`config.mk`:
```
export PLATFORM = sky130hd
export DESIGN_NAME = mem_access_stage_flat
export DESIGN_NICKNAME = d
export VERILOG_FILES = /design/src/rtl/mem_access_stage_pkg.sv /design/src/rtl/mem_access_stage_if.sv /design/src/rtl/mem_lane_align.sv /design/src/rtl/mem_access_stage.sv /design/src/flat_wrapper.sv
export SDC_FILE = /design/constraint.sdc
export NUM_CORES = 1
export LEC_CHECK = 0
export ABC_AREA = 0
export CAP_MARGIN = 10
export CORE_ASPECT_RATIO = 0.9
export CORE_MARGIN = 3
export CORE_UTILIZATION = 38
export DETAILED_ROUTE_END_ITERATION = 6
export PLACE_DENSITY = 0.84
export SLEW_MARGIN = 15
export SYNTH_ARGS = -nofsm -noshare
export SYNTH_HDL_FRONTEND = slang
export SYNTH_HIERARCHICAL = 1
export SYNTH_SLANG_ARGS = --single-unit
```
`constraint.sdc`:
```
create_clock -name clk -period 1.5 [get_ports clk]
set_input_delay 0.15 -clock clk [delete_from_list [all_inputs] [get_ports clk]]
set_output_delay 0.15 -clock clk [all_outputs]
set_load 0.01 [all_outputs]
```
`src/rtl/mem_access_stage_pkg.sv`:
```
// Shared widths, size codes, FSM encoding and capture payload for the MEM-stage access unit.
package mem_access_stage_pkg;

  localparam int unsigned WIDTH  = 32;
  localparam int unsigned NLANES = 4;
  localparam int unsigned REG_W  = 5;
  localparam int unsigned SIZE_W = 2;

  localparam logic [SIZE_W-1:0] SZ_BYTE = 2'b00;
  localparam logic [SIZE_W-1:0] SZ_HALF = 2'b01;
  localparam logic [SIZE_W-1:0] SZ_WORD = 2'b10;

  typedef enum logic [1:0] {
    ST_IDLE = 2'd0,
    ST_REQ  = 2'd1,
    ST_RESP = 2'd2
  } state_e;

  typedef struct packed {
    logic              valid;
    logic              memread;
    logic              memwrite;
    logic [SIZE_W-1:0] size;
    logic              unsigned_ld;
    logic              regwrite;
    logic              memtoreg;
    logic [WIDTH-1:0]  aluout;
    logic [WIDTH-1:0]  writedata;
    logic [REG_W-1:0]  regaddr;
  } cap_t;

  // Half needs addr[0]=0; word (and the 2'b11 alias) needs addr[1:0]=0.
  function automatic logic is_misaligned(input logic [SIZE_W-1:0] size, input logic [1:0] lane);
    logic mis;
    case (size)
      SZ_BYTE: mis = 1'b0;
      SZ_HALF: mis = lane[0];
      default: mis = (lane != 2'b00);
    endcase
    return mis;
  endfunction

endpackage

```
`src/rtl/mem_access_stage_if.sv`:
```
// Data-memory req/gnt + rvalid bus between the MEM stage and the data memory.
interface mem_access_stage_if;
  import mem_access_stage_pkg::*;

  logic             dmem_req;
  logic             dmem_we;
  logic [WIDTH-1:0] dmem_addr;
  logic [NLANES-1:0] dmem_be;
  logic [WIDTH-1:0] dmem_wdata;
  logic             dmem_gnt;
  logic [WIDTH-1:0] dmem_rdata;
  logic             dmem_rvalid;

  modport master (
    output dmem_req, dmem_we, dmem_addr, dmem_be, dmem_wdata,
    input  dmem_gnt, dmem_rdata, dmem_rvalid
  );

  modport slave (
    input  dmem_req, dmem_we, dmem_addr, dmem_be, dmem_wdata,
    output dmem_gnt, dmem_rdata, dmem_rvalid
  );
endinterface

```
`src/rtl/mem_lane_align.sv`:
```
// Little-endian byte-lane steering: store replication/byte enables and load extraction/extension.
module mem_lane_align
  import mem_access_stage_pkg::*;
(
  input  logic [1:0]        lane,
  input  logic [SIZE_W-1:0] size,
  input  logic              unsigned_ld,
  input  logic [WIDTH-1:0]  wdata,
  input  logic [WIDTH-1:0]  rdata,
  output logic [NLANES-1:0] be_c,
  output logic [WIDTH-1:0]  wdata_c,
  output logic [WIDTH-1:0]  rdata_c
);

  logic [7:0]  byte_v;
  logic [15:0] half_v;

  always_comb begin
    be_c    = 4'b1111;
    wdata_c = wdata;
    case (size)
      SZ_BYTE: begin
        be_c    = 4'b0001 << lane;
        wdata_c = {4{wdata[7:0]}};
      end
      SZ_HALF: begin
        be_c    = lane[1] ? 4'b1100 : 4'b0011;
        wdata_c = {2{wdata[15:0]}};
      end
      default: begin
        be_c    = 4'b1111;
        wdata_c = wdata;
      end
    endcase
  end

  assign byte_v = rdata[{lane, 3'b000} +: 8];
  assign half_v = rdata[{lane[1], 4'b0000} +: 16];

  always_comb begin
    rdata_c = rdata;
    case (size)
      SZ_BYTE: rdata_c = unsigned_ld ? {24'd0, byte_v} : {{24{byte_v[7]}}, byte_v};
      SZ_HALF: rdata_c = unsigned_ld ? {16'd0, half_v} : {{16{half_v[15]}}, half_v};
      default: rdata_c = rdata;
    endcase
  end

endmodule

```
`src/rtl/mem_access_stage.sv`:
```
// MEM-stage load/store unit: stalls the pipe while one data-memory access is outstanding
// and feeds MEM2WB combinationally from either the live EX/MEM fields or the capture register.
module mem_access_stage
  import mem_access_stage_pkg::*;
(
  input  logic              clk,
  input  logic              rst,
  input  logic              valid_in,
  input  logic              memread_in,
  input  logic              memwrite_in,
  input  logic [SIZE_W-1:0] size_in,
  input  logic              unsigned_in,
  input  logic              regwrite_in,
  input  logic              memtoreg_in,
  input  logic [WIDTH-1:0]  aluout_in,
  input  logic [WIDTH-1:0]  writedata_in,
  input  logic [REG_W-1:0]  regaddr_in,
  output logic              stall_mem,
  output logic              misalign_mem,
  output logic              regwrite_mem,
  output logic              memtoreg_mem,
  output logic [WIDTH-1:0]  aluout_mem,
  output logic [WIDTH-1:0]  readdata_mem,
  output logic [REG_W-1:0]  regaddr_mem,
  mem_access_stage_if.master dmem
);

  state_e state_q, state_d;
  cap_t   cap_q, cap_d;

  logic              mem_op_c;
  logic              misaligned_c;
  logic              is_load_c;
  logic [NLANES-1:0] be_c;
  logic [WIDTH-1:0]  wdata_c;
  logic [WIDTH-1:0]  rdata_c;

  assign mem_op_c     = valid_in & (memread_in | memwrite_in);
  assign misaligned_c = is_misaligned(size_in, aluout_in[1:0]);
  // An op flagged both read and write is handled as a store.
  assign is_load_c    = cap_q.memread & ~cap_q.memwrite;

  mem_lane_align u_lane_align (
    .lane        (cap_q.aluout[1:0]),
    .size        (cap_q.size),
    .unsigned_ld (cap_q.unsigned_ld),
    .wdata       (cap_q.writedata),
    .rdata       (dmem.dmem_rdata),
    .be_c        (be_c),
    .wdata_c     (wdata_c),
    .rdata_c     (rdata_c)
  );

  always_ff @(posedge clk) begin
    if (rst) begin
      state_q <= ST_IDLE;
      cap_q   <= '0;
    end else begin
      state_q <= state_d;
      cap_q   <= cap_d;
    end
  end

  always_comb begin
    state_d         = state_q;
    cap_d           = cap_q;
    stall_mem       = 1'b0;
    misalign_mem    = 1'b0;
    regwrite_mem    = 1'b0;
    memtoreg_mem    = 1'b0;
    aluout_mem      = '0;
    readdata_mem    = '0;
    regaddr_mem     = '0;
    dmem.dmem_req   = 1'b0;
    dmem.dmem_we    = 1'b0;
    dmem.dmem_addr  = '0;
    dmem.dmem_be    = '0;
    dmem.dmem_wdata = '0;

    if (!rst) begin
      case (state_q)
        ST_IDLE: begin
          if (mem_op_c && misaligned_c) begin
            misalign_mem = 1'b1;
            aluout_mem   = aluout_in;
            regaddr_mem  = regaddr_in;
          end else if (mem_op_c) begin
            cap_d = '{valid: valid_in, memread: memread_in, memwrite: memwrite_in,
                      size: size_in, unsigned_ld: unsigned_in, regwrite: regwrite_in,
                      memtoreg: memtoreg_in, aluout: aluout_in, writedata: writedata_in,
                      regaddr: regaddr_in};
            stall_mem = 1'b1;
            state_d   = ST_REQ;
          end else begin
            regwrite_mem = valid_in & regwrite_in;
            memtoreg_mem = memtoreg_in;
            aluout_mem   = aluout_in;
            regaddr_mem  = regaddr_in;
          end
        end

        ST_REQ: begin
          dmem.dmem_req   = 1'b1;
          dmem.dmem_we    = ~is_load_c;
          dmem.dmem_addr  = {cap_q.aluout[WIDTH-1:2], 2'b00};
          dmem.dmem_be    = be_c;
          dmem.dmem_wdata = wdata_c;
          if (dmem.dmem_gnt && !is_load_c) begin
            regwrite_mem = cap_q.valid & cap_q.regwrite;
            memtoreg_mem = cap_q.memtoreg;
            aluout_mem   = cap_q.aluout;
            regaddr_mem  = cap_q.regaddr;
            state_d      = ST_IDLE;
          end else if (dmem.dmem_gnt) begin
            stall_mem = 1'b1;
            state_d   = ST_RESP;
          end else begin
            stall_mem = 1'b1;
          end
        end

        ST_RESP: begin
          if (dmem.dmem_rvalid) begin
            regwrite_mem = cap_q.valid & cap_q.regwrite;
            memtoreg_mem = cap_q.memtoreg;
            aluout_mem   = cap_q.aluout;
            regaddr_mem  = cap_q.regaddr;
            readdata_mem = rdata_c;
            state_d      = ST_IDLE;
          end else begin
            stall_mem = 1'b1;
          end
        end

        default: state_d = ST_IDLE;
      endcase
    end
  end

endmodule
```
`src/flat_wrapper.sv`:
```
// flat-port wrapper written by rule: the top's interface ports become plain ports
module mem_access_stage_flat import mem_access_stage_pkg::*;
  (clk, rst, valid_in, memread_in, memwrite_in, size_in, unsigned_in, regwrite_in, memtoreg_in, aluout_in, writedata_in, regaddr_in, stall_mem, misalign_mem, regwrite_mem, memtoreg_mem, aluout_mem, readdata_mem, regaddr_mem, dmem_dmem_req, dmem_dmem_we, dmem_dmem_addr, dmem_dmem_be, dmem_dmem_wdata, dmem_dmem_gnt, dmem_dmem_rdata, dmem_dmem_rvalid);
  mem_access_stage_if dmem_i ();
  input  logic clk;
  input  logic rst;
  input  logic valid_in;
  input  logic memread_in;
  input  logic memwrite_in;
  input  logic [SIZE_W-1:0] size_in;
  input  logic unsigned_in;
  input  logic regwrite_in;
  input  logic memtoreg_in;
  input  logic [WIDTH-1:0] aluout_in;
  input  logic [WIDTH-1:0] writedata_in;
  input  logic [REG_W-1:0] regaddr_in;
  output logic stall_mem;
  output logic misalign_mem;
  output logic regwrite_mem;
  output logic memtoreg_mem;
  output logic [WIDTH-1:0] aluout_mem;
  output logic [WIDTH-1:0] readdata_mem;
  output logic [REG_W-1:0] regaddr_mem;
  output wire logic [$bits(dmem_i.dmem_req)-1:0] dmem_dmem_req;
  output wire logic [$bits(dmem_i.dmem_we)-1:0] dmem_dmem_we;
  output wire logic [$bits(dmem_i.dmem_addr)-1:0] dmem_dmem_addr;
  output wire logic [$bits(dmem_i.dmem_be)-1:0] dmem_dmem_be;
  output wire logic [$bits(dmem_i.dmem_wdata)-1:0] dmem_dmem_wdata;
  input wire logic [$bits(dmem_i.dmem_gnt)-1:0] dmem_dmem_gnt;
  input wire logic [$bits(dmem_i.dmem_rdata)-1:0] dmem_dmem_rdata;
  input wire logic [$bits(dmem_i.dmem_rvalid)-1:0] dmem_dmem_rvalid;
  assign dmem_dmem_req = dmem_i.dmem_req;
  assign dmem_dmem_we = dmem_i.dmem_we;
  assign dmem_dmem_addr = dmem_i.dmem_addr;
  assign dmem_dmem_be = dmem_i.dmem_be;
  assign dmem_dmem_wdata = dmem_i.dmem_wdata;
  assign dmem_i.dmem_gnt = dmem_dmem_gnt;
  assign dmem_i.dmem_rdata = dmem_dmem_rdata;
  assign dmem_i.dmem_rvalid = dmem_dmem_rvalid;
  mem_access_stage u_core (.clk(clk), .rst(rst), .valid_in(valid_in), .memread_in(memread_in), .memwrite_in(memwrite_in), .size_in(size_in), .unsigned_in(unsigned_in), .regwrite_in(regwrite_in), .memtoreg_in(memtoreg_in), .aluout_in(aluout_in), .writedata_in(writedata_in), .regaddr_in(regaddr_in), .stall_mem(stall_mem), .misalign_mem(misalign_mem), .regwrite_mem(regwrite_mem), .memtoreg_mem(memtoreg_mem), .aluout_mem(aluout_mem), .readdata_mem(readdata_mem), .regaddr_mem(regaddr_mem), .dmem(dmem_i));
endmodule
```
==> results of run 1 <==
==> how the worst min path moves through the flow <==
| stage | endpoint | startpoint | cells past startpoint | slack [ns] |
|---|---|---|---|---|
| global placement | u_core/cap_q[24] | u_core/cap_q[24] | 2 | 0.44 |
| floorplan | u_core/cap_q[21] | writedata_in[16] | 2 | 0.29 |
| CTS | u_core/cap_q[70] | rst | 3 | 0.29 |
| finish | u_core/cap_q[75] | rst | 3 | 0.33 |
| detailed placement | u_core/cap_q[22] | u_core/cap_q[22] | 2 | 0.45 |
| global route | u_core/cap_q[75] | rst | 3 | 0.33 |
==> power breakdown <==
group	internal [W]	total, W	leakage, nW	switching [W]
clock network	0.00118	0.00212	0.136	0.000941
logic	0.00143	0.00268	3.75	0.00126
registers	0.00220	0.00231	0.648	0.000109
==> synth_stat cells (4+ instances only) <==
| cell type | n |
|---|---|
| a22oi_1 | 9 |
| o21bai_1 | 4 |
| a221o_1 | 7 |
| mux2_2 | 11 |
| nand3_1 | 4 |
| mux2_4 | 8 |
| nor2_1 | 18 |
| nand2_1 | 169 |
| o21ai_0 | 13 |
| a22o_1 | 35 |
| o221ai_1 | 8 |
| nor2b_1 | 20 |
| and2_1 | 35 |
| buf_2 | 19 |
| inv_1 | 9 |
| dfxtp_1 | 79 |
| buf_4 | 11 |
| ha_1 | 4 |
| clkbuf_1 | 33 |
| mux2i_1 | 16 |
| o22ai_1 | 17 |
| and3_1 | 66 |
| a21oi_1 | 75 |
| buf_6 | 16 |
==> sequential cells by signal (all words and copies together) (netlist names) <==
name / cells
u_core/cap_q: 77
u_core/state_q: 2
==> layer usage <==
metal | GRT usage | part of all wire | up-vias | wire (µm)
met1 | 0.349 | 0.35 | 3611 | 10600
met2 | 0.529 | 0.49 | 607 | 14600
met4 | 0.153 | 0.054 | 0 | 1600
met5 | 0 | 0 | - | 0
li1 | - | - | 3249 | -
met3 | 0.0805 | 0.10 | 138 | 3020
==> cell type report <==
cell class                      instances  area (µm²)  share of cell area
Sequential cell                        79        1600               0.145
Clock buffer                           11         243              0.0219
Clock inverter                          5        42.5             0.00384
Multi-Input combinational cell        561        4450               0.402
Antenna cell                            1        2.50            0.000226
Tap cell                              189         236              0.0214
Inverter                                9        46.3             0.00418
Timing Repair Buffer                  415        4440               0.401
==> repair_timing <==
| action | 4_1_cts | 5_1_grt |
|---|---|---|
| endpoints found under the hold margin | 0 | 0 |
| cloned | 20 | 12 |
| setup buffers | 57 | 23 |
| resized for setup | 796 | 225 |
| hold buffers | 0 | 0 |
| setup endpoints to repair | 218 | 219 |
| pin swaps | 40 | 68 |
==> per-stage QoR <==
step / cells / power (W)
after floorplan: 725 / 0.00325
after global placement: 1155 / 0.00404
after detailed placement: 1155 / 0.00407
after CTS: 1248 / 0.00676
after global routing: 1270 / 0.00732
final: 1270 / 0.00712
==> cell families after synthesis <==
group | after synthesis
compound gates | 188
fa+ha+maj | 4
buf+inv | 89
flops | 79
mux | 35
other cells | 1
simple gates | 328
==> critical path, stage by stage, from the launching register on <==
cell and delay, ns:
dfxtp_4 0.38, inv_4 0.07, buf_4 0.11, ha_4 0.14
buf_6 0.10, o211ai_2 0.07, buf_4 0.14, and3b_4 0.40
buf_12 0.18, clkbuf_16 0.17, nand2_1 0.08, a21oi_2 0.13
==> summary.md, run 1 <==
| Metric | Value |
|---|---|
| Outcome | `finished with violations` |
| Failing checks | `negative setup slack` |
| Nets@finish | `1,192` |
| Most frequent cells in the layout | `buf_6 (138), nand2_1 (132), clkdlybuf4s50_1 (111)` |
| Number of fillers in the final layout | `slightly above 800` |
| Netlist cell types | `52` |
| CTS tree | `yes` |
| Critical path class | `reg2reg` |
| # rows | `40` |
| Via count | `about 7,600` |
| Core Footprint | `13,700 µm²` |
| Port Buf Inserts | `253` |
| Setup_tns | `-99.08 ns` |
| Leakage power | `4.53 nW` |
| Setup violators final | `219` |
| Synth Area in Simple Gates | `0.291` |
| Avg WL per Cell | `23.5 µm` |
| Yosys top cell by area | `dfxtp_1` |
| Post-Synth Adder-Cell Area | `0.00917` |
| Later-pin clock latency in the skew report | `0.34 ns` |
| Largest net degree at the start of global routing | `70` |
| Final Cycle Share | `1.37` |
| Vias per inst | `5.99` |
| Critical path required time | `1.77 ns` |
| Starting Density | `0.398` |
| Async set-reset flop share out of synthesis | `0` |
| Reg-to-Reg Start | `u_core/state_q[0]` |
| DRT Pass-1 Iters | `5` |
| Wire length of the first global-routing pass | `38.9 mm` |
| Least-Margin Pin Slew | `0.678 ns` |
| Clock transition at path regs | `0.06 ns` |
| Final Hold Fails | `0` |
| Setup ws final | `-0.560 ns` |
| Relative slew slack | `0.548` |
| Die Y | `120 µm` |
| Post-route DRC | `0` |
| Vias in the first global route | `between 7,000 and 8,000` |
| Mapped Area | `5460 µm²` |
| Reg2Reg Depth | `11` |
| RSZ-0062 raised after global routing | `yes` |
| Syn avg cell area | `7.54 µm²` |
| Share of layout cells above drive strength 1 | `0.537` |
| Synth top area cells | `dfxtp_1 (29%), nand2_1 (12%), and3_1 (7.6%)` |
| Yosys warning count | `6` |
| Die area | `15,800 µm²` |
| CP endpoint kind | `flop` |
| Post-DP Area | `about 8500 µm²` |
| Commonest non-fill, non-tap cell in the layout | `buf_6` |
| Area growth syn-to-layout | `103%` |
| Synth Area in Compound Gates | `0.240` |
| PwrDens | `~640 nW/µm²` |
| Sequential share of the synthesized area | `0.290` |
| Setup crit end | `u_core/cap_q[58]` |
| Bufs on Longest Clock Path | `2` |
| Crit path time final | `between 2 and 2.5 ns` |
| Largest fanout on the critical path | `8` |
| R2r setup slk | `-0.56 ns` |
| Die X | `132 µm` |
| CP arrival | `around 2.3 ns` |
| Main synth FF type | `dfxtp_1` |
| Pre-CTS WS | `-0.845 ns` |
| GP Congestion | `0.913` |
| Cts bufs inserted | `9` |
| VDD IR-drop max | `0.609 mV` |
| FMAX | `~490 MHz` |
| Worst setup SP type | `flop` |
| Mux contribution to synthesized area | `0.0740` |
| Hold WS | `0.329 ns` |
| Cells after Synth | `724` |
| Gr ovfl total | `0` |
| EDFF count, synth | `0` |
| DRT antenna net count | `0` |
| Root cell of the clock tree | `clkbuf_16` |
| Layout Utilization | `0.807` |
| Top Ports | `256` |
| Clock sink total | `79` |
| Initial DRC Count | `between 700 and 800` |
| Antenna violations before repair | `1` |
| Crit. Startpoint | `u_core/state_q[0]` |
| Final instance area | `approximately 11,000 µm²` |
| Max Cap Violations | `0` |
| Hold WC Path Type | `in2reg` |
| Total track usage | `0.306` |
| Top cell type's share of synthesized area | `0.290` |
| FF-to-FF End | `u_core/cap_q[58]` |
| Max-slew violations | `0` |
| Clk_skew | `0.00765 ns` |
| Synth Area in XOR/XNOR | `0` |
| CTS H-Tree Depth | `3` |
| FF+latch count, synth | `79` |
| Main combinational cell family by area after synthesis | `simple AND/OR/NAND/NOR gates` |
| Drt total wl | `29.8 mm` |
| DP Wirelength | `~15 mm` |
Note: power is estimated with default switching activity, not from simulation.
==> run 2: changes to the inputs <==
- HOLD_SLACK_MARGIN: unset -> 0.02
==> results of run 2 <==
Same layout as run 1: the final DEF is identical, and so are final timing and power.
==> run 3: changes to the inputs <==
- CORE_UTILIZATION: 38 -> 36
- SYNTH_HIERARCHICAL: 1 -> unset
==> run 3 against run 2 <==
  * The run still ends with negative setup slack left
  * Via count down 4.4%
  * Maximum frequency down 7.5%
  * Die area down 6.7%
  * Highest routed layer unchanged
==> summary.md, run 3 <==
| Metric | Value |
|---|---|
| Final Hold Fails | `0 (unchanged)` |
| CTS H-Tree Depth | `3 (unchanged)` |
| CP peak stage delay | `0.37 ns (-0.03 ns)` |
| Mapped Area | `4810 µm² (-12%)` |
| Synth Area in Compound Gates | `0.275 (+0.0352)` |
| RSZ-0062 raised after global routing | `yes` |
| Total track usage | `0.332 (+0.0258)` |
| Sequential share of the synthesized area | `0.329 (+0.0394)` |
| Critical path required time | `1.35 ns (-0.42 ns)` |
| CTS tree | `yes` |
| Synth Area in Simple Gates | `0.254 (-0.0367)` |
| Avg WL per Cell | `25.2 µm (+7.4%)` |
| Relative slew slack | `0.527 (-0.0209)` |
| EDFF count, synth | `0 (unchanged)` |
| DRT Pass-1 Iters | `6 (+1)` |
| Commonest non-fill, non-tap cell in the layout | `clkdlybuf4s50_1` |
| Async set-reset flop share out of synthesis | `0 (unchanged)` |
| Vias per inst | `5.98 (-0.19%)` |
| Bufs on Longest Clock Path | `2 (unchanged)` |
| Commonest cells post-synth | `nand2_1 (174), a21oi_1 (105), dfxtp_1 (79), a22o_1 (44)` |
| Netlist cell types | `46 (-12%)` |
| Max-slew violations | `0 (unchanged)` |
| Cts-stage hold buffer count | `0 (unchanged)` |
| DP Wirelength | `14.0 mm (-4.3%)` |
| FF-to-FF End | `u_core.state_q[1]` |
| FMAX | `449 MHz (-7.5%)` |
| Non-filler cells in the finished layout | `1,217 (-4.2%)` |
| Failing checks | `negative setup slack` |
| Clk_skew | `0.00737 ns (-0.000288 ns)` |
| CP arrival | `2.08 ns (-0.25 ns)` |
| Top flop regs | `u_core.cap_q x77, u_core.state_q x2` |
| Die X | `128 µm (-3.4%)` |
| Slowest CP cell | `dfxtp_4` |
| Pre-CTS WS | `-0.878 ns (-0.0336 ns)` |
| Final Cycle Share | `1.48 (+0.111)` |
| Top cell type's share of synthesized area | `0.329 (+0.0394)` |
| Antenna violations before repair | `0 (-1)` |
| Crit. Startpoint | `u_core.state_q[0]` |
| VDD IR-drop max | `0.466 mV (-24%)` |
| Drt total wl | `30.7 mm (+2.9%)` |
| Setup_tns | `-97.92 ns (+1.16 ns)` |
| Share of layout cells above drive strength 1 | `0.614 (+0.0774)` |
| Area growth syn-to-layout | `129%` |
| Least-Margin Pin Slew | `0.710 ns (+0.0314 ns)` |
| Post-route DRC | `0 (unchanged)` |
| Wire length of the first global-routing pass | `38.2 mm (-1.8%)` |
| Largest register by flop count | `u_core.cap_q` |
| Mux contribution to synthesized area | `0.0609 (-0.0131)` |
| Largest register FFs | `77 (unchanged)` |
| Core Footprint | `12,900 µm² (-6.1%)` |
| FF+latch count, synth | `79 (unchanged)` |
| Cells after Synth | `659 (-9.0%)` |
| Starting Density | `0.373 (-0.0250)` |
| Worst path cell trace | `inv_4, ha_4, nand2_4, or2_4, nor4_4, buf_12, buf_6, a21o_1, buf_2` |
| Leakage power | `4.86 nW (+7.2%)` |
| PwrDens | `684 nW/µm² (+6.4%)` |
| Setup ws final | `-0.727 ns (-0.167 ns)` |
| Via count | `7,274 (-4.4%)` |
| Most frequent cells in the layout | `clkdlybuf4s50_1 (111), buf_2 (88), buf_6 (88), buf_4 (88), nand2_4 (86)` |
| Setup crit end | `readdata_mem[24]` |
| DP Cell Count | `1,110 (-3.9%)` |
| Critical path class | `reg2out` |
| Outcome | `finished with violations` |
| CP endpoint kind | `output pin` |
| Clock transition at path regs | `0.07 ns (about the same)` |
| Most common cell in the synthesized netlist | `nand2_1` |
| Main combinational cell family by area after synthesis | `compound AO/OA/AOI/OAI gates` |
| Worst setup SP type | `flop` |
| Syn avg cell area | `7.29 µm² (-3.3%)` |
| Post-Synth Adder-Cell Area | `0.0104 (+0.00125)` |
| Cts bufs inserted | `9 (unchanged)` |
| Tot Pwr | `0.00753 W (+5.9%)` |
| Port Buf Inserts | `253 (unchanged)` |
| Reg2Reg Depth | `11 (unchanged)` |
| Yosys top cell by area | `dfxtp_1` |
| Ant. Diodes | `0 (-1)` |
| Root cell of the clock tree | `clkbuf_16` |
| GP Congestion | `0.901 (-1.3%)` |
| R2r setup slk | `-0.37 ns (+0.19 ns)` |
| Clock sink total | `79 (unchanged)` |
| Nets@finish | `1,165 (-2.3%)` |
| Yosys warning count | `0 (-6)` |
| Die area | `14,800 µm² (-6.7%)` |
| Largest net degree at the start of global routing | `41 (-41%)` |
| # rows | `39 (-2.5%)` |
| Synth top area cells | `dfxtp_1 (33%), nand2_1 (14%), a21oi_1 (11%)` |
| Initial DRC Count | `717 (-0.28%)` |
| Hold WC Path Type | `in2reg` |
| Crit path time final | `2.23 ns (+0.167 ns)` |
| DRT antenna net count | `0 (unchanged)` |
| Max Cap Violations | `0 (unchanged)` |
| Later-pin clock latency in the skew report | `0.35 ns (about the same)` |
| Vias in the first global route | `6,831 (-3.1%)` |
| Reg-to-Reg Start | `u_core.state_q[0]` |
| Setup violators final | `220 (+0.46%)` |
| Gr ovfl total | `0 (unchanged)` |
| Largest fanout on the critical path | `7 (-1)` |
| Die Y | `116 µm (-3.4%)` |
| Top Ports | `256 (unchanged)` |
| Synth Area in XOR/XNOR | `0 (unchanged)` |
| Main synth FF type | `dfxtp_1` |
==> run 3: changes by cell type after synthesis, moves of 9 or more <==
cell      previous run  this run
clkbuf_1            33        23
a21oi_1             75       105
a21o_1               2        16
and3_1              66         0
buf_6               16         4
o22ai_1             17         1
nor2b_1             20         3
nor2_1              18        42
a22o_1              35        44
==> run 3: worst max-delay path: cells and delay by family (launching register included) <==
kind / cells / cell delay [ns]
buffers and inverters: 4 / 0.47
adders and majority gates: 1 / 0.14
DFF: 1 / 0.37
and+or+nand+nor: 3 / 0.67
AOI/OAI and AO/OA: 1 / 0.08
==> run 3: timing repair <==
action	in CTS	in global routing
pin swaps	25	177
buffers inserted	64	30
endpoints found under the setup margin	220	220
resized for setup	746	411
cloned	26	2
==> run 3: final cells by class <==
cell class	count	area, µm²
sequential	79	1600
timing repair buffer	435	4450
inverter	9	46.3
fill	595	1870
multi-input combinational	514	4390
clock inverter	5	78.8
tap	164	205
clock buffer	11	253
==> run 3: power breakdown <==
part	switching, W	total [W]	internal, W
Clock	0.00100	0.00255	0.00155
Combinational	0.00125	0.00265	0.00139
Sequential	0.000133	0.00233	0.00220
Total	0.00239	0.00753	0.00514
==> run 3: cells by family after synthesis <==
family / Yosys count
fa+ha+maj: 4
mux: 27
compound gates: 201
simple gates: 280
flops: 79
buf+inv: 67
other cells: 1
==> run 3: worst min-delay path by stage <==
stage | start | end | slack (ns) | cells past startpoint
4_1_cts | rst | u_core.cap_q[76] | 0.32 | 3
3_5_place_dp | u_core.cap_q[27] | u_core.cap_q[27] | 0.45 | 2
2_1_floorplan | regaddr_in[0] | u_core.cap_q[0] | 0.29 | 2
3_3_place_gp | u_core.cap_q[4] | u_core.cap_q[4] | 0.44 | 2
6_report | writedata_in[31] | u_core.cap_q[36] | 0.37 | 3
5_1_grt | writedata_in[31] | u_core.cap_q[36] | 0.37 | 3
==> run 3: metal layers <==
layer  global-route usage  vias to the layer above  wire length [µm]
met4                0.175                        0              2090
met2                0.557                      576             14500
li1                     -                     3070                 -
met1                0.393                     3451             11100
met3               0.0825                      177              3010
met5                    0                        -                 0
==> run 3: per-stage QoR <==
stage	instance area, µm²	util	hold WS, ns
final	11000	0.855	0.369
after global routing	11000	0.855	0.368
after CTS	9760	0.757	0.316
after detailed placement	8130	0.631	0.448
after global placement	8130	0.631	0.442
after floorplan	4880	-	0.286
==> RTL edit 1: new RTL, config.mk and constraints of run 2 <==
Change the package constant `REG_W` from 5 to 10.
--- a/src/rtl/mem_access_stage_pkg.sv
+++ b/src/rtl/mem_access_stage_pkg.sv
@@ -3,7 +3,7 @@
 
   localparam int unsigned WIDTH  = 32;
   localparam int unsigned NLANES = 4;
-  localparam int unsigned REG_W  = 5;
+  localparam int unsigned REG_W  = 10;
   localparam int unsigned SIZE_W = 2;
 
   localparam logic [SIZE_W-1:0] SZ_BYTE = 2'b00;
Ports: changed (resized regaddr_in and regaddr_mem); port bits go from 256 to 266. The function was not compared with the original's and may differ.
==> RTL edit 1 against run 2 <==
  * Clock skew is 0.0015 ns lower
  * Hold slack worse by 0.089 ns
  * Total power is 6.9% higher
  * Largest power group unchanged
  * Critical path type is now flip-flop to output port
  * Maximum frequency is 3.4% lower
  * Synthesized area is 3.9% higher
  * Wire length is 2.2% lower
  * Critical endpoint is now readdata_mem[10]
  * Highest routed layer unchanged
  * The run still ends with negative setup slack left
  * Cell area is 4.0% higher
  * Worst setup slack worse by 0.071 ns
  * Synthesized cell count is 3.3% higher
  * Sequential cell count is 5 higher
==> RTL edit 1: results (changes against run 2) <==
global_routing:
  grt_use_total_pct: 28.6  # -2.0 points
  grt_antenna_before_repair: 0  # -1
  first_global_vias: 6998  # -0.74%
  grt_max_degree: 48  # -31%
yosys:
  ys_seq_area_share_pct: 29.6  # +0.68 points
  synthTopCellsByArea: "dfxtp_1, nand2_1, and2_1, a21oi_1, a22o_1"
  synth_compound_area_share_pct: 24.2  # +0.20 points
  synthMuxAreaShare_pct: 7.13  # -0.28 points
  synth_common_cells: "nand2_1, and2_1, dfxtp_1"
placement:
  post_dp_cell_area_mm2: 0.00881  # +3.7%
  dp_hpwl_um: 14800  # +1.3%
  portBuffers: 263  # +4.0%
setup_path:
  crit_end: "readdata_mem[10]"
  crit_fanout: 6  # -2
  r2r_slack_ns: -0.62  # -0.06 ns
  cp_slowest_stage_delay_ns: 0.37  # -0.03 ns
  arrival_ns: 1.98  # -0.35 ns
routing:
  wire_per_inst_um: 22.4  # -4.7%
  drt-vias-per-instance: 5.70  # -4.8%
  drt-total-wl_um: 29200  # -2.2%
outcome:
  violations: "negative setup slack"
  status: "complete, but fails checks"
timing:
  setup_violations: 229  # +4.6%
  tightest_slew_ns: 0.778  # +0.0996 ns
  fin_ws_ns: -0.632  # -0.0715 ns
  fin_skew_ns: 0.00613  # -0.00153 ns
finish:
  top_regs: "u_core/cap_q x82, u_core/state_q x2"
  drive_gt1_share_pct: 55.1  # +1.4 points
pwr:
  leakage_nw: 5.05  # +11%
RTL edit 1: cell types whose count changed after synthesis, moves of 6 or more:
cell / delta
and3_1: -65
buf_6: -6
nand2_1: +11
and2_1: +65
buf_4: +8
RTL edit 1: final cells by class:
cell class              instances  area share (%)
repair buffers                423            39.0
clock buffers                  10            2.08
clock inverters                 5           0.750
multi-input cells             579            40.9
flip-flops and latches         84            14.8
inverters                       9           0.337
well taps                     193            2.10
RTL edit 1: how the worst min path moves through the flow:
| stage | slack, ns | from | depth (start not counted) | endpoint |
|---|---|---|---|---|
| 4_1_cts | 0.20 | rst | 3 | u_core/cap_q[81] |
| 5_1_grt | 0.25 | rst | 3 | u_core/cap_q[74] |
| 2_1_floorplan | 0.28 | aluout_in[26] | 2 | u_core/cap_q[68] |
| 6_report | 0.24 | rst | 3 | u_core/cap_q[74] |
| 3_5_place_dp | 0.45 | u_core/cap_q[32] | 2 | u_core/cap_q[32] |
| 3_3_place_gp | 0.44 | u_core/cap_q[30] | 2 | u_core/cap_q[30] |
RTL edit 1: power by group through the flow:
stage,Clock (mW),Combinational [mW],Sequential (mW)
final,2.44,2.72,2.44
after global routing,2.56,2.85,2.45
after CTS,2.46,2.24,2.43
after detailed placement,0,1.78,2.48
after global placement,0,1.76,2.48
after floorplan,0,0.938,2.45
RTL edit 1: cells by family (layout without fill, tap and decap cells):
logic type	count (synthesis)	in the layout
AOI/OAI and AO/OA	197	197
adders and majority gates	4	4
buffers and inverters	86	447
DFF	84	84
muxes	35	35
other	1	2
and+or+nand+nor	341	341
RTL edit 1: repair_timing:
item	CTS	global route
gates cloned	21	12
resized for setup	770	329
endpoints found under the hold margin	0	0
setup endpoints to repair	229	230
buffers inserted	48	27
pin swaps	72	160
RTL edit 1: worst register-to-register path: stages, from the launching register on:
cell and delay (ns):
dfxtp_4 0.37, inv_4 0.08, buf_6 0.10, ha_4 0.14, buf_6 0.10, buf_6 0.09, o211ai_4 0.07, buf_6 0.13
and3b_4 0.38, buf_12 0.17, buf_6 0.10, buf_6 0.12, nand2_2 0.05, a21oi_1 0.16
RTL edit 1: metal layers:
layer | track usage [%] | part of all wire (%)
met1 | 33.0 | 37
met2 | 50.5 | 50
met3 | 6.94 | 8.7
met4 | 12.5 | 4.5
met5 | 0 | 0
RTL edit 1: through the flow:
| stage | TNS, ns | hold WS (ns) |
|---|---|---|
| after global placement | -108.92 | 0.439 |
| after detailed placement | -113.68 | 0.447 |
| after floorplan | -1.41 | 0.277 |
| after CTS | -108.46 | 0.202 |
| after global routing | -125.37 | 0.249 |
| final | -114.45 | 0.240 |
==> RTL edit 2: new RTL, flow settings as in run 2 <==
Without the edit above. Re-encode `state_e` (3 states) as one-hot, 3 bits wide.
--- a/src/rtl/mem_access_stage_pkg.sv
+++ b/src/rtl/mem_access_stage_pkg.sv
@@ -10,10 +10,10 @@
   localparam logic [SIZE_W-1:0] SZ_HALF = 2'b01;
   localparam logic [SIZE_W-1:0] SZ_WORD = 2'b10;
 
-  typedef enum logic [1:0] {
-    ST_IDLE = 2'd0,
-    ST_REQ  = 2'd1,
-    ST_RESP = 2'd2
+  typedef enum logic [2:0] {
+    ST_IDLE = 3'b001,
+    ST_REQ  = 3'b010,
+    ST_RESP = 3'b100
   } state_e;
 
   typedef struct packed {
Check against the original RTL: no difference found for any inputs over 4 cycles, from zero or initial values and one cycle with rst high; so few cycles prove little.
==> RTL edit 2 against run 2 <==
  * The run still ends with negative setup slack left
  * Critical endpoint is now aluout_mem[21]
  * Critical path type is now flip-flop to output port
  * Critical path depth fell by 4
  * Count of clock-buffer cells in the layout did not move
  * First-iteration DRC count rose by 4.9%
  * Sequential cell count rose by 1
  * Cell area fell by 1.2%
  * Worst setup slack got worse by 0.27 ns
  * Synthesized area fell by 0.87%
  * Wire length rose by 4.2%
  * Total power fell by 0.78%
==> RTL edit 2: results (changes against run 2) <==
global_routing:
  grt_first_pass_wirelength_um: 37700  # -2.9%
  grt_antenna_before_repair: 3  # +2
  grt_use_total_pct: 30.0  # -0.60 points
  first_global_vias: 6849  # -2.9%
finish:
  fillCellCount: 858  # +3.6%
  top_regs: "u_core/cap_q x77, u_core/state_q x3"
placement:
  dp_hpwl_um: 14600  # -0.45%
  dp_cells: 1190  # +3.0%
  post_dp_cell_area_mm2: 0.00857  # +0.84%
  dpl_worst_slack_ns: -0.763  # +0.0819 ns
  gp_congestion: 0.899  # -1.6%
setup_path:
  arrival_ns: 2.18  # -0.15 ns
routing:
  firstDrtPassIters: 5  # unchanged
  wl_met2_um: 14800  # +1.1%
  m1WireLength_um: 11100  # +4.9%
  drt_iter0_drc: 754  # +4.9%
  drt-vias-per-instance: 5.94  # -0.75%
  met3WireLength_um: 3460  # +15%
timing:
  fin_ws_ns: -0.829  # -0.269 ns
  final.setup.tns_ns: -106.51  # -7.43 ns
  setup_violations: 220  # +0.46%
  fin_skew_ns: 0.0105  # +0.00289 ns
  relSlewSlack_pct: 62.4  # +7.6 points
clock_tree:
  cts_setup_buffers: 36  # -37%
  cts_resized: 622  # -22%
  cts.clk_slew.worst_paths_ns: 0.06  # about the same
yosys:
  yosys.cell_types.count: 53  # +1.9%
  ys_seq_area_share_pct: 29.6  # +0.62 points
pwr:
  leakage_nw: 4.60  # +1.5%
outcome:
  status: "complete, but fails checks"
  violations: "negative setup slack"
==> RTL edit 2: metal layers <==
metal	track usage, %	up-vias
met5	0	-
met4	13.3	0
met3	7.05	162
met2	51.9	637
met1	35.5	3671
li1	-	3280
==> RTL edit 2: cells by family after synthesis <==
family | Yosys count | synth area share, %
AO/OA/AOI/OAI | 184 | 22.5
XOR/XNOR | 1 | 0.162
buffers and inverters | 84 | 8.42
flip-flops | 80 | 29.6
multiplexers | 35 | 7.47
other | 1 | 0.0693
AND/OR/NAND/NOR | 358 | 31.7
==> RTL edit 2: where the power goes <==
part | switching [mW] | internal, mW
Combinational | 1.15 | 1.33
Sequential | 0.108 | 2.22
Clock | 0.896 | 1.36
Total | 2.15 | 4.91
==> RTL edit 2: layout make-up <==
class	instances	area, um^2	area share, %
Inverter	6	26.3	0.240
Sequential cell	80	1620	14.8
Antenna cell	3	7.51	0.0686
Multi-Input combinational cell	581	4120	37.7
Clock inverter	3	42.5	0.389
Tap cell	189	236	2.16
Timing Repair Buffer	431	4630	42.3
Clock buffer	11	253	2.31
==> RTL edit 2: critical path, cell delays in order, from the launching register on <==
cell and delay (ns):
dfxtp_2 0.36, or3b_4 0.42, a31oi_4 0.22, buf_6 0.20, buf_12 0.14, a22oi_2 0.07, nor2_2 0.19, buf_2 0.24
==> RTL edit 2: worst paths after layout <==
check                 endpoint               from  depth (start not counted)  slack (ns)
max             aluout_mem[21]  u_core/state_q[0]                          7       -0.83
max reg2reg    u_core/cap_q[0]  u_core/state_q[0]                          9       -0.50
min          u_core/state_q[1]                rst                          3        0.33
min reg2reg   u_core/cap_q[24]   u_core/cap_q[24]                          2        0.46
